`src/rtl/reg_file_xp.sv`:
```
// Multi-port register file: two combinational read ports, one byte-enabled
// write port, optional hardwired-zero register 0, and a sequenced bulk clear.
module reg_file_xp #(
  parameter int WIDTH    = 32,
  parameter int AW       = 5,
  parameter int ZERO_REG = 1,
  parameter int BYPASS   = 1
) (
  input  logic               clk,
  input  logic               rst,
  input  logic               clr_req,
  output logic               busy,
  input  logic               we,
  input  logic [WIDTH/8-1:0] be,
  input  logic [AW-1:0]      reg_w,
  input  logic [WIDTH-1:0]   bus_w,
  input  logic [AW-1:0]      reg_a,
  input  logic [AW-1:0]      reg_b,
  output logic [WIDTH-1:0]   bus_a,
  output logic [WIDTH-1:0]   bus_b,
  output logic               wr_drop
);

  localparam int DEPTH = 1 << AW;
  localparam int NB    = WIDTH / 8;

  typedef enum logic {IDLE, CLEAR} state_t;

  state_t            state, state_next;
  logic [AW-1:0]     ptr, ptr_next;
  logic [WIDTH-1:0]  mem [DEPTH];
  logic [WIDTH-1:0]  wmask;
  logic [WIDTH-1:0]  wr_data;
  logic              wr_en;
  logic              zero_w;

  assign busy   = (state == CLEAR);
  assign zero_w = (ZERO_REG != 0) && (reg_w == '0);
  // A write commits only in IDLE outside reset; the same qualifier gates forwarding.
  assign wr_en  = !rst && !busy && we && (be != '0) && !zero_w;

  always_comb begin
    wmask = '0;
    for (int unsigned i = 0; i < NB; i++) begin
      wmask[8*i +: 8] = {8{be[i]}};
    end
  end

  assign wr_data = (mem[reg_w] & ~wmask) | (bus_w & wmask);

  always_comb begin
    state_next = state;
    ptr_next   = ptr;
    case (state)
      IDLE: begin
        if (clr_req) begin
          state_next = CLEAR;
          ptr_next   = '0;
        end
      end
      CLEAR: begin
        ptr_next = ptr + 1'b1;
        if (ptr == '1) state_next = IDLE;
      end
      default: state_next = CLEAR;
    endcase
  end

  always_ff @(posedge clk) begin
    if (rst) begin
      state   <= CLEAR;
      ptr     <= '0;
      wr_drop <= 1'b0;
    end else begin
      state   <= state_next;
      ptr     <= ptr_next;
      wr_drop <= busy && we && (be != '0);
    end
  end

  always_ff @(posedge clk) begin
    if (!rst) begin
      if (busy) begin
        mem[ptr] <= '0;
      end else if (wr_en) begin
        mem[reg_w] <= wr_data;
      end
    end
  end

  always_comb begin
    bus_a = '0;
    if (!busy && !((ZERO_REG != 0) && (reg_a == '0))) begin
      if ((BYPASS != 0) && wr_en && (reg_w == reg_a)) bus_a = (mem[reg_a] & ~wmask) | (bus_w & wmask);
      else                                            bus_a = mem[reg_a];
    end
  end

  always_comb begin
    bus_b = '0;
    if (!busy && !((ZERO_REG != 0) && (reg_b == '0))) begin
      if ((BYPASS != 0) && wr_en && (reg_w == reg_b)) bus_b = (mem[reg_b] & ~wmask) | (bus_w & wmask);
      else                                            bus_b = mem[reg_b];
    end
  end

endmodule
```
`config.mk`:
```
export PLATFORM = sky130hd
export DESIGN_NAME = reg_file_xp
export DESIGN_NICKNAME = d
export VERILOG_FILES = /design/src/rtl/reg_file_xp.sv
export SDC_FILE = /design/constraint.sdc
export NUM_CORES = 2
export LEC_CHECK = 0
export CAP_MARGIN = 20
export CORE_UTILIZATION = 35
export DETAILED_ROUTE_END_ITERATION = 8
export REMOVE_ABC_BUFFERS = 1
export SLEW_MARGIN = 25
export SYNTH_ARGS = -nofsm -noshare
export SYNTH_HDL_FRONTEND = slang
export SYNTH_SLANG_ARGS = --single-unit
export TNS_END_PERCENT = 30
```
`constraint.sdc`:
```
create_clock -name clk -period 5.35 [get_ports clk]
set_input_delay 0.8025 -clock clk [delete_from_list [all_inputs] [get_ports clk]]
set_output_delay 0.8025 -clock clk [all_outputs]
set_load 0.05 [all_outputs]
```
* After elaboration in Yosys (flattened, before gate mapping)
Memories as Yosys holds them, arrays and structs flattened.
Cells that the tools add are included.
** Word-level totals
- Input port bits :: 55
- Memory bits (read-only) :: 0
- Output and inout port bits :: 66
- Latch bits :: 0
- Memories :: 1
- Bits in registers :: 7
- Word-level logic and storage cells :: 57
- RAM bits :: 1024
** Cells by class
- $add $sub $neg :: 1
- $mul :: 0
- Bitwise logic cells :: 9
- Div/mod/pow operators :: 0
- Mux-type cells :: 19
- Magnitude comparators :: 0
- Equality and inequality tests :: 4
- Shift-type cells :: 0
- Reduce and logical (&&, ||, !) cells :: 20
** Memories
- mem :: depth 32, bits a word 32, read ports 3, clocked after Yosys merged registers in 0, wr ports 1, RTL line 31 : logic [WIDTH-1:0] mem [DEPTH];
** Operators by type and width (count)
- $mux 32 :: 5
- $and 32x32->32 :: 4
- $or 32x32->32 :: 3
- $not 32->32 :: 1
- $reduce_or 32->1 :: 1
- $logic_not 5->1 :: 3
- $eq 5x5->1 :: 2
- $logic_and 1x1->1 :: 10
- $mux 1 :: 10
- $mux 5 :: 2
- $pmux 5 s2 :: 1
- $add 5x1->5 const B :: 1
- $eq 5x5->1 const B :: 1
- $logic_not 1->1 :: 5
- $reduce_bool 4->1 :: 1
- $ne 2x2->1 const B :: 1
- $pmux 1 s2 :: 1
- $not 1->1 :: 1

* Logic depth before layout (Yosys ltp)
- Depth in word-level cells :: 11
- Depth in mapped cells :: 11
- Depth with buffers taken out :: 6

* Worst setup path after synthesis
Ideal clock, no wire load.
- Path kind :: input-to-reg
- From :: input reg_w[1]
- To :: memory mem[0][10], data pin
- Setup slack :: 0.959 ns
- Buffers on the path :: 4
- Data arrival time :: 3.852 ns
- Setup time :: 0.539 ns
- Data required time :: 4.811 ns
- Stages :: 9
- Cells stage by stage :: buf_2 -> buf_2 -> buf_2 -> buf_2 -> mux4_2 -> mux2i_1 -> nand2_1 -> o21ai_0 -> nor4_1
** On the way
- Longest elaborated chain between the ends :: 9
- Elaborated cells on any way between the ends :: 12
- Those cells by class :: mux (5); bitwise (2); reduce/logical (4); memory (1)
** RTL lines
- from (decl) :: RTL line 15 : input logic [AW-1:0] reg_w,
- $logic_not 5->1 :: RTL line 38 : assign zero_w = (ZERO_REG != 0) && (reg_w == '0);
- $logic_not 1->1 :: RTL line 40 : assign wr_en = !rst && !busy && we && (be != '0) && !zero_w;
- $logic_and 1x1->1 :: RTL line 40
- $mux 1 :: RTL line 85 : end else if (wr_en) begin
- $mux 1 :: RTL line 83 : if (busy) begin
- $mux 1 :: RTL line 82 : if (!rst) begin
- $mux 1 (not written as such) :: RTL line 86 : mem[reg_w] <= wr_data;
- $reduce_or 32->1 (no line)
- $mux 32 (no line) (*)
- to (decl) :: RTL line 31
Every way passes the cells marked *; elsewhere a longest branch is shown, timed or not.

* Final worst setup path
- From :: input reg_w[4]
- To :: output bus_a[24]
** On the way
- Longest elaborated chain between the ends :: 6
- Elaborated cells on any way between the ends :: 7
- Those cells by class :: eq/ne (1); mux (2); reduce/logical (4)
** RTL lines
- $logic_not 5->1 :: RTL line 38
- $logic_not 1->1 :: RTL line 40
- $logic_and 1x1->1 :: RTL line 40
- $logic_and 1x1->1 (*) :: RTL line 94 : if ((BYPASS != 0) && wr_en && (reg_w == reg_a)) bus_a = (mem[reg_a] & ~wmask) | (bus_w & wmask);
- $mux 32 (*) :: RTL line 94
- $mux 32 (*) :: RTL line 93 : if (!busy && !((ZERO_REG != 0) && (reg_a == '0))) begin
- to (decl) :: RTL line 19 : output logic [WIDTH-1:0] bus_a,
Marks and branches as above.

==> results by stage <==
Yosys:
- The synthesized netlist contains 62 unique library cells.
- The commonest cells after synthesis are sky130_fd_sc_hd__edfxtp_1 (1,024), sky130_fd_sc_hd__mux4_2 (727), sky130_fd_sc_hd__mux2i_1 (322).
- In this run the mean area of a mapped cell was 17.7 um2.
- Yosys attributes the largest share of cell area to sky130_fd_sc_hd__edfxtp_1 (54%), sky130_fd_sc_hd__mux4_2 (29%), sky130_fd_sc_hd__mux2i_1 (5.6%).
- The share of synthesized area in the top cell type comes to 0.537.
- Of the synthesized area, sequential elements account for 0.539.
- In the synthesized netlist the async set-or-reset flop fraction comes to 0.
- The number of flops mapped to enable cells by yosys is 1,024.
- The Yosys warning count is 0.
- Summed over all instances, the cell type with the most area after synthesis is sky130_fd_sc_hd__edfxtp_1.
- The dominant cell by count in the synthesized netlist is sky130_fd_sc_hd__edfxtp_1.
- The synthesized netlist cell count is 3,238.
- The commonest register cell after synthesis is sky130_fd_sc_hd__edfxtp_1.
- After synthesis the cells add up to 57,300 um2.
- In this run, synthesis produced a sequential element count of 1,031.

Routing:
- The first detailed-routing pass ran for 8 iterations.
- Once detail routing completed, the nets flagged for antenna violations numbered 0.
- For this run, design rule violations remaining after detail routing come to 2.
- Dividing the detail-routed wire length by the instance count gives 35.8 um.
- The vias per cell is 6.53.
- In this run, the number of DRC markers left after iteration 0 of detailed routing was 4,861.
- Summing over every cut layer, the via total after detailed routing is 37,200.
- The sum of routed wire length over all layers is 204 mm.

Min path:
- The type of the most critical hold path is flip-flop to flip-flop.
- The start point of the worst hold path is ptr[0]$_SDFFE_PP0P_.
- The count of cells along the worst hold path is 2.
- For hold timing, the worst endpoint is ptr[0]$_SDFFE_PP0P_.

Pwr:
- The power per cell area is 275 nW/um2.
- The analysis attributes to cell leakage a power of 0.0230 uW.
- The share of total power dissipated in combinational logic is 0.094.
- The share of power burned in the clock network is 0.424.
- Cell internal power was estimated by the tool at 13,900 uW.
- The share of total power dissipated in sequential elements is 0.482.
- The maximum vdd drop is 0.237 mV.
- Of the total power, the share spent switching nets is 0.239.
- The switching component of the power is 4370 uW.

GRT:
- The number of antenna violations at the first check in global routing is 9.
- The global router's overall resource usage is 0.247.
- The via count of the first global-routing pass came to 36,700.
- The total congestion overflow after global routing is 0.
- The first-pass GRT wire length is 286 mm.
- Entering global routing, the biggest net connects 74 pins.

Clocking:
- The clock passes through at most 3 buffers.
- The count of H-tree levels built during CTS is 3.
- In this run the post-CTS setup repair buffer count came out at 0.
- Buffers inserted to repair hold after CTS numbered 0.
- The clock drives 1,031 sinks.
- The later-pin clock latency in the skew report is 0.76 ns.
- The TritonCTS clock tree is yes.
- The number of clock buffers added by TritonCTS is 111.
- Post-CTS repair changed the size of 0 cells.
- The clock transition time at the flip-flop clock pins of the worst setup and hold paths is 0.06 ns.
- The tree is rooted in a sky130_fd_sc_hd__clkbuf_16.

Die:
- Row generation in the floorplan step produced 148 rows.
- Pin placement for this block handled 121 I/O pins.
- The core box area is 163,000 um2.
- From left edge to right edge, the die measures 407 um.
- Measured along the y axis, the die boundary spans 407 um.
- The full die area is 165,000 um2.
- The starting density of the core is 0.352.

Worst setup path:
- The cell that appears most often on the critical path is sky130_fd_sc_hd__buf_4.
- For flop-to-flop paths, the worst setup slack is 1.77 ns.
- The worst register-to-register path ends at mem[0][30]$_DFFE_PP_.
- The slowest stage of the critical path is the sky130_fd_sc_hd__nand2b_1 cell.
- The setup path with the least slack is of type input port to primary output.
- The worst flop-to-flop path startpoint is busy$_SDFF_PP1_.
- The highest fanout seen on the critical path is 14.
- The depth of the worst register-to-register path is 8.
- On the worst path, the slowest cell contributes a delay of 0.73 ns.
- The startpoint kind of the worst setup timing path is an input port.
- Data on the critical path arrives at its endpoint at 4.19 ns.
- The type of destination of the critical path is a primary output.
- The critical path goes through clkdlybuf4s50_1, buf_4, xnor2_1, nand3_1, nor4_1, nand2b_1, o21ai_0, buf_4.
- At the worst endpoint, the required time is 4.55 ns.

Status:
- The run finished, with violations left.
- The final reports fail on DRC.

Timing:
- For the pin with the worst max-slew slack, the measured transition is 1.03 ns.
- Dividing the final minimum period by the clock period gives 0.933.
- The worst relative slew slack is 0.307.
- Setup repair after global routing left no endpoint under its margin.
- The shortest clock period the worst path allows after layout is 4.99 ns.
- The count of pins over their slew limit is 0.
- The setup total negative slack is 0 ns.
- Derived from the worst setup path, the maximum achievable clock frequency is 200 MHz.
- The number of hold-slack violations in the final timing report came to 0.
- The number of setup violations in the final report is 0.
- The setup skew after layout is 0.0443 ns.

Placed design:
- The congestion estimate from routability-driven global placement came to 0.882.
- Detailed placement finished with a half-perimeter wire length of 125 mm.
- The number of buffer cells added on primary ports is 120.

Job:
- The max capacitance violation total is 0.

Finish:
- The share of layout cells above drive strength 1 is 0.371.
- For this run, the share of the core covered by cells in the final layout is 0.410.
- From synthesis to final layout, the design area changed by 16.3%.
- The net count of the finished layout is 3,475.
[sequential cells by signal, indices dropped and copies added, names as in the netlist]
name,flops
busy,1
ptr,5
mem,1024
wr_drop,1
[per-layer routing]
metal	wire, um	global-route usage	vias to the layer above
met5	27	0	-
met1	77700	0.333	19700
met3	22600	0.0578	457
met2	94500	0.384	2441
li1	-	-	14600
met4	9080	0.100	4
[how the worst max path moves through the flow]
stage,cells after the start,start,slack (ns),end
2_1_floorplan,6,reg_a[2],0.21,bus_a[24]
3_3_place_gp,8,reg_w[4],-0.02,bus_a[17]
3_5_place_dp,8,reg_w[4],0.47,bus_a[24]
4_1_cts,8,reg_w[4],0.47,bus_a[24]
5_1_grt,8,reg_w[4],0.37,bus_a[24]
6_report,8,reg_w[4],0.36,bus_a[24]
[logic make-up (layout without fill, tap and decap cells)]
| logic type | after synthesis | after routing | synth area share |
|---|---|---|---|
| XOR/XNOR | 10 | 10 | 0.00153 |
| AO/OA/AOI/OAI | 493 | 493 | 0.0592 |
| adder cells (fa/ha/maj) | 2 | 2 | 0.000437 |
| AND/OR/NAND/NOR | 321 | 321 | 0.0256 |
| multiplexers | 1074 | 1074 | 0.347 |
| other | 0 | 2 | 0 |
| flip-flops | 1031 | 1031 | 0.539 |
| buffers and inverters | 307 | 583 | 0.0268 |
[layout by cell type (no fill, tap or decap), types with 9 or more instances in the layout]
| cell | Yosys | final |
|---|---|---|
| sky130_fd_sc_hd__nand2_1 | 91 | 91 |
| sky130_fd_sc_hd__mux4_2 | 727 | 727 |
| sky130_fd_sc_hd__a22oi_1 | 60 | 60 |
| sky130_fd_sc_hd__bufinv_16 | 0 | 11 |
| sky130_fd_sc_hd__nand3_1 | 11 | 11 |
| sky130_fd_sc_hd__edfxtp_1 | 1024 | 1024 |
| sky130_fd_sc_hd__clkbuf_16 | 0 | 112 |
| sky130_fd_sc_hd__inv_1 | 16 | 16 |
| sky130_fd_sc_hd__o22ai_1 | 23 | 23 |
| sky130_fd_sc_hd__nor2b_1 | 15 | 12 |
| sky130_fd_sc_hd__a221o_1 | 14 | 14 |
| sky130_fd_sc_hd__a21oi_1 | 109 | 106 |
| sky130_fd_sc_hd__a32oi_1 | 9 | 9 |
| sky130_fd_sc_hd__xnor2_1 | 10 | 10 |
| sky130_fd_sc_hd__nor4_1 | 22 | 9 |
| sky130_fd_sc_hd__mux2_2 | 25 | 25 |
| sky130_fd_sc_hd__buf_4 | 43 | 213 |
| sky130_fd_sc_hd__mux2i_1 | 322 | 322 |
| sky130_fd_sc_hd__a22o_1 | 21 | 21 |
| sky130_fd_sc_hd__clkdlybuf4s50_1 | 0 | 44 |
| sky130_fd_sc_hd__buf_12 | 0 | 89 |
| sky130_fd_sc_hd__clkinv_2 | 0 | 16 |
| sky130_fd_sc_hd__clkinvlp_4 | 0 | 11 |
| sky130_fd_sc_hd__nor2_1 | 126 | 87 |
| sky130_fd_sc_hd__nor2_4 | 0 | 34 |
| sky130_fd_sc_hd__o21ai_0 | 89 | 89 |
| sky130_fd_sc_hd__nand2b_1 | 12 | 11 |
| sky130_fd_sc_hd__nor3_1 | 16 | 14 |
| sky130_fd_sc_hd__clkinv_1 | 0 | 25 |
| sky130_fd_sc_hd__a221oi_1 | 89 | 83 |
| sky130_fd_sc_hd__a211oi_1 | 27 | 27 |
| sky130_fd_sc_hd__nor4_2 | 2 | 9 |
| sky130_fd_sc_hd__clkbuf_1 | 103 | 24 |
[per-stage QoR]
| stage | area, um2 | power, uW | instances | hold WS (ns) | setup slack [ns] |
|---|---|---|---|---|---|
| 2_1_floorplan | 55800 | 9750 | 2949 | 0.551 | 0.207 |
| 3_5_place_dp | 63000 | 10700 | 5477 | 0.651 | 0.471 |
| 3_3_place_gp | 62900 | 10700 | 5477 | 0.627 | -0.0168 |
| 5_1_grt | 66600 | 18700 | 5689 | 0.711 | 0.372 |
| 4_1_cts | 66600 | 18400 | 5686 | 0.658 | 0.469 |
| 6_report | 66600 | 18300 | 5691 | 0.669 | 0.357 |
[layout make-up]
| class | count | area [um2] |
|---|---|---|
| Fill cell | 14600 | 96000 |
| Tap cell | 2175 | 2720 |
| Clock buffer | 140 | 2950 |
| Sequential cell | 1031 | 30900 |
| Inverter | 18 | 73.8 |
| Multi-Input combinational cell | 1900 | 25400 |
| Timing Repair Buffer | 356 | 3950 |
| Clock inverter | 69 | 673 |
| Antenna cell | 2 | 5.00 |
[power by group through the flow]
stage	combinational, uW	clock, uW	sequential, uW
floorplan	763	0	8990
global placement	1700	0	9000
detailed placement	1700	0	9000
CTS	1700	7830	8830
global route	1780	8120	8830
finish	1720	7760	8830
[critical path, delay by kind of cell]
family	cells	cell delay (ns)
buffers and inverters	3	1.30
AOI/OAI and AO/OA	1	0.40
xor gates and xnor gates	1	0.15
and+or+nand+nor	3	1.52
(Power assumes the default switching activity.)
==> RTL edit (same settings) <==
`AW`: 5 -> 3.
--- a/src/rtl/reg_file_xp.sv
+++ b/src/rtl/reg_file_xp.sv
@@ -2,7 +2,7 @@
 // write port, optional hardwired-zero register 0, and a sequenced bulk clear.
 module reg_file_xp #(
   parameter int WIDTH    = 32,
-  parameter int AW       = 5,
+  parameter int AW       = 3,
   parameter int ZERO_REG = 1,
   parameter int BYPASS   = 1
 ) (
Interface: changed (resized reg_a, reg_b and reg_w); port bits go from 121 to 115. The function was not compared with the original's and may differ.
==> RTL edit against the unedited design <==
Setup slack better by 0.77 ns. Final area is 73% lower. Sequential share of layout area is 2.7 points lower. Wire length is 77% lower. Area after synthesis is 73% lower. Sequential power is 74% lower. Register-to-register slack better by 0.78 ns. Maximum frequency is 18% higher. Synthesized cell count is 72% lower. Largest power group unchanged. Sequential cell count is 770 lower. Critical path type unchanged. Core utilization is 0.37 points higher. Global-route usage is 3.8 points lower. Power is 74% lower. Combinational power is 67% lower.
==> RTL edit: results (changes against the unedited design) <==
\begin{tabular}{lr}
\hline
Metric & Value \\
\hline
\multicolumn{2}{l}{\textbf{Pwr}} \\
Max IR drop VDD & 204.9 uV (-13\%) \\
Leak pwr & 6.074 nW (-74\%) \\
\multicolumn{2}{l}{\textbf{Global routing}} \\
Global router's overall resource usage & 20.93\% (-3.8 points) \\
Number of antenna violations at the first check in global routing & 0 (-9) \\
Global-route wire length before repair & 67.24 mm (-76\%) \\
Maximum number of pins on one net before global-route repair & 57 (-23\%) \\
Vias in the first global route & 9897 (-73\%) \\
\multicolumn{2}{l}{\textbf{Setup path}} \\
Number of cells on the worst reg-to-reg path & 5 (-3) \\
Slack of the worst reg-to-reg path & 2.55 ns (+0.78 ns) \\
\multicolumn{2}{l}{\textbf{Routing}} \\
Initial DRC count & 935 (-81\%) \\
Vias after detailed routing & 9661 (-74\%) \\
Avg WL per Cell & 28.82 um (-20\%) \\
1st-pass router iterations & 7 (-1) \\
\multicolumn{2}{l}{\textbf{Yosys}} \\
Adder-cell share of the synthesized area & 0.1629\% (+0.12 points) \\
Synth top area cells & sky130\_fd\_sc\_hd\_\_edfxtp\_1 50\%, sky130\_fd\_sc\_hd\_\_mux4\_2 28\%, sky130\_fd\_sc\_hd\_\_mux2i\_1 6.3\% \\
Proportion of synthesized area in mux cells & 36.75\% (+2.0 points) \\
Number of enable-type register cells in the synthesized netlist & 256 (-75\%) \\
Synth Instances & 903 (-72\%) \\
Number of distinct standard cells referenced by the synthesized netlist & 38 (-39\%) \\
Fraction of the mapped netlist area in compound gates & 5.751\% (-0.17 points) \\
Share of synthesized area occupied by flip-flops and latches & 50.70\% (-3.2 points) \\
Top cell types by occurrence after synthesis & 256 x sky130\_fd\_sc\_hd\_\_edfxtp\_1, 192 x sky130\_fd\_sc\_hd\_\_mux4\_2, 96 x sky130\_fd\_sc\_hd\_\_mux2i\_1, 69 x sky130\_fd\_sc\_hd\_\_a21oi\_1, 64 x sky130\_fd\_sc\_hd\_\_o31ai\_1 \\
\multicolumn{2}{l}{\textbf{Placed design}} \\
Inst Count DP & 1552 (-72\%) \\
DP HPWL & 28.45 mm (-77\%) \\
\multicolumn{2}{l}{\textbf{Clock network}} \\
Number of buffers added by the clock tree synthesis step & 29 (-74\%) \\
Insertion delay to the later sink of the worst-skew pair & 0.55 ns (-0.21 ns) \\
Maximum level of the CTS H-tree & 1 (-2) \\
\multicolumn{2}{l}{\textbf{Status}} \\
Run status & finished, final reports clean \\
\multicolumn{2}{l}{\textbf{STA}} \\
Post-Route Skew & 0.01646 ns (-0.02789 ns) \\
Hold WS & 0.5150 ns (-0.1543 ns) \\
Worst relative slew slack & 35.69\% (+4.9 points) \\
\multicolumn{2}{l}{\textbf{Finish}} \\
Largest regs & mem x256, ptr x3 \\
ANT cells & 0 (-2) \\
Share of final-layout standard cells stronger than drive strength 1 & 39.31\% (+2.2 points) \\
Net total in the final layout & 1049 (-70\%) \\
\hline
\end{tabular}
==> RTL edit: cell count changes in the layout (fill, tap and decap cells not counted), sizes merged, moves of 89 or more <==
| cell | unedited run | this run |
|---|---|---|
| o21ai | 92 | 0 |
| mux4 | 727 | 192 |
| mux2i | 322 | 96 |
| edfxtp | 1024 | 256 |
| a221oi | 89 | 0 |
| clkbuf | 142 | 32 |
| buf | 310 | 109 |
==> RTL edit: how the worst max path moves through the flow <==
| stage | startpoint | to | cells past startpoint |
|---|---|---|---|
| after global routing | rst | bus_a[5] | 7 |
| after CTS | rst | bus_a[5] | 7 |
| after detailed placement | rst | bus_a[5] | 7 |
| after floorplan | be[0] | mem[6][0] | 4 |
| after global placement | reg_w[2] | bus_a[30] | 7 |
| final | rst | bus_a[5] | 7 |
==> RTL edit: worst max-delay path, cell delays in order <==
cell	delay, ns
sky130_fd_sc_hd__clkdlybuf4s50_1	0.58
sky130_fd_sc_hd__nor3b_4	0.49
sky130_fd_sc_hd__nand4_4	0.36
sky130_fd_sc_hd__buf_4	0.32
sky130_fd_sc_hd__or2_1	0.40
sky130_fd_sc_hd__a21oi_1	0.23
sky130_fd_sc_hd__buf_4	0.23
==> RTL edit: power breakdown <==
| group | switching, mW | internal [mW] | leakage (nW) | total (mW) |
|---|---|---|---|---|
| clock network | 0.807 | 1.09 | 0.451 | 1.89 |
| logic | 0.306 | 0.270 | 3.00 | 0.576 |
| registers | 0.0270 | 2.27 | 2.62 | 2.30 |
==> RTL edit: cell type report <==
class	instances	area, um2
fill	3865	25320
tap	585	732.0
multi-input combinational	554	7146
clock buffer	32	737.0
clock inverter	21	165.2
timing repair buffer	150	1279
inverter	2	7.507
sequential	261	7787
==> RTL edit: kinds of logic after synthesis <==
family                     Yosys count
AOI/OAI and AO/OA                  141
xor gates and xnor gates             6
adders and majority gates            2
buffers and inverters               88
DFF                                261
muxes                              320
and+or+nand+nor                     85
==> RTL edit: metal layers <==
metal,GRT usage [%],part of all wire [%],vias to the layer above
met5,0,0,-
met1,27.68,40,5098
li1,-,-,4058
met2,36.26,51,434
met3,2.670,6.9,71
met4,5.547,2.4,0
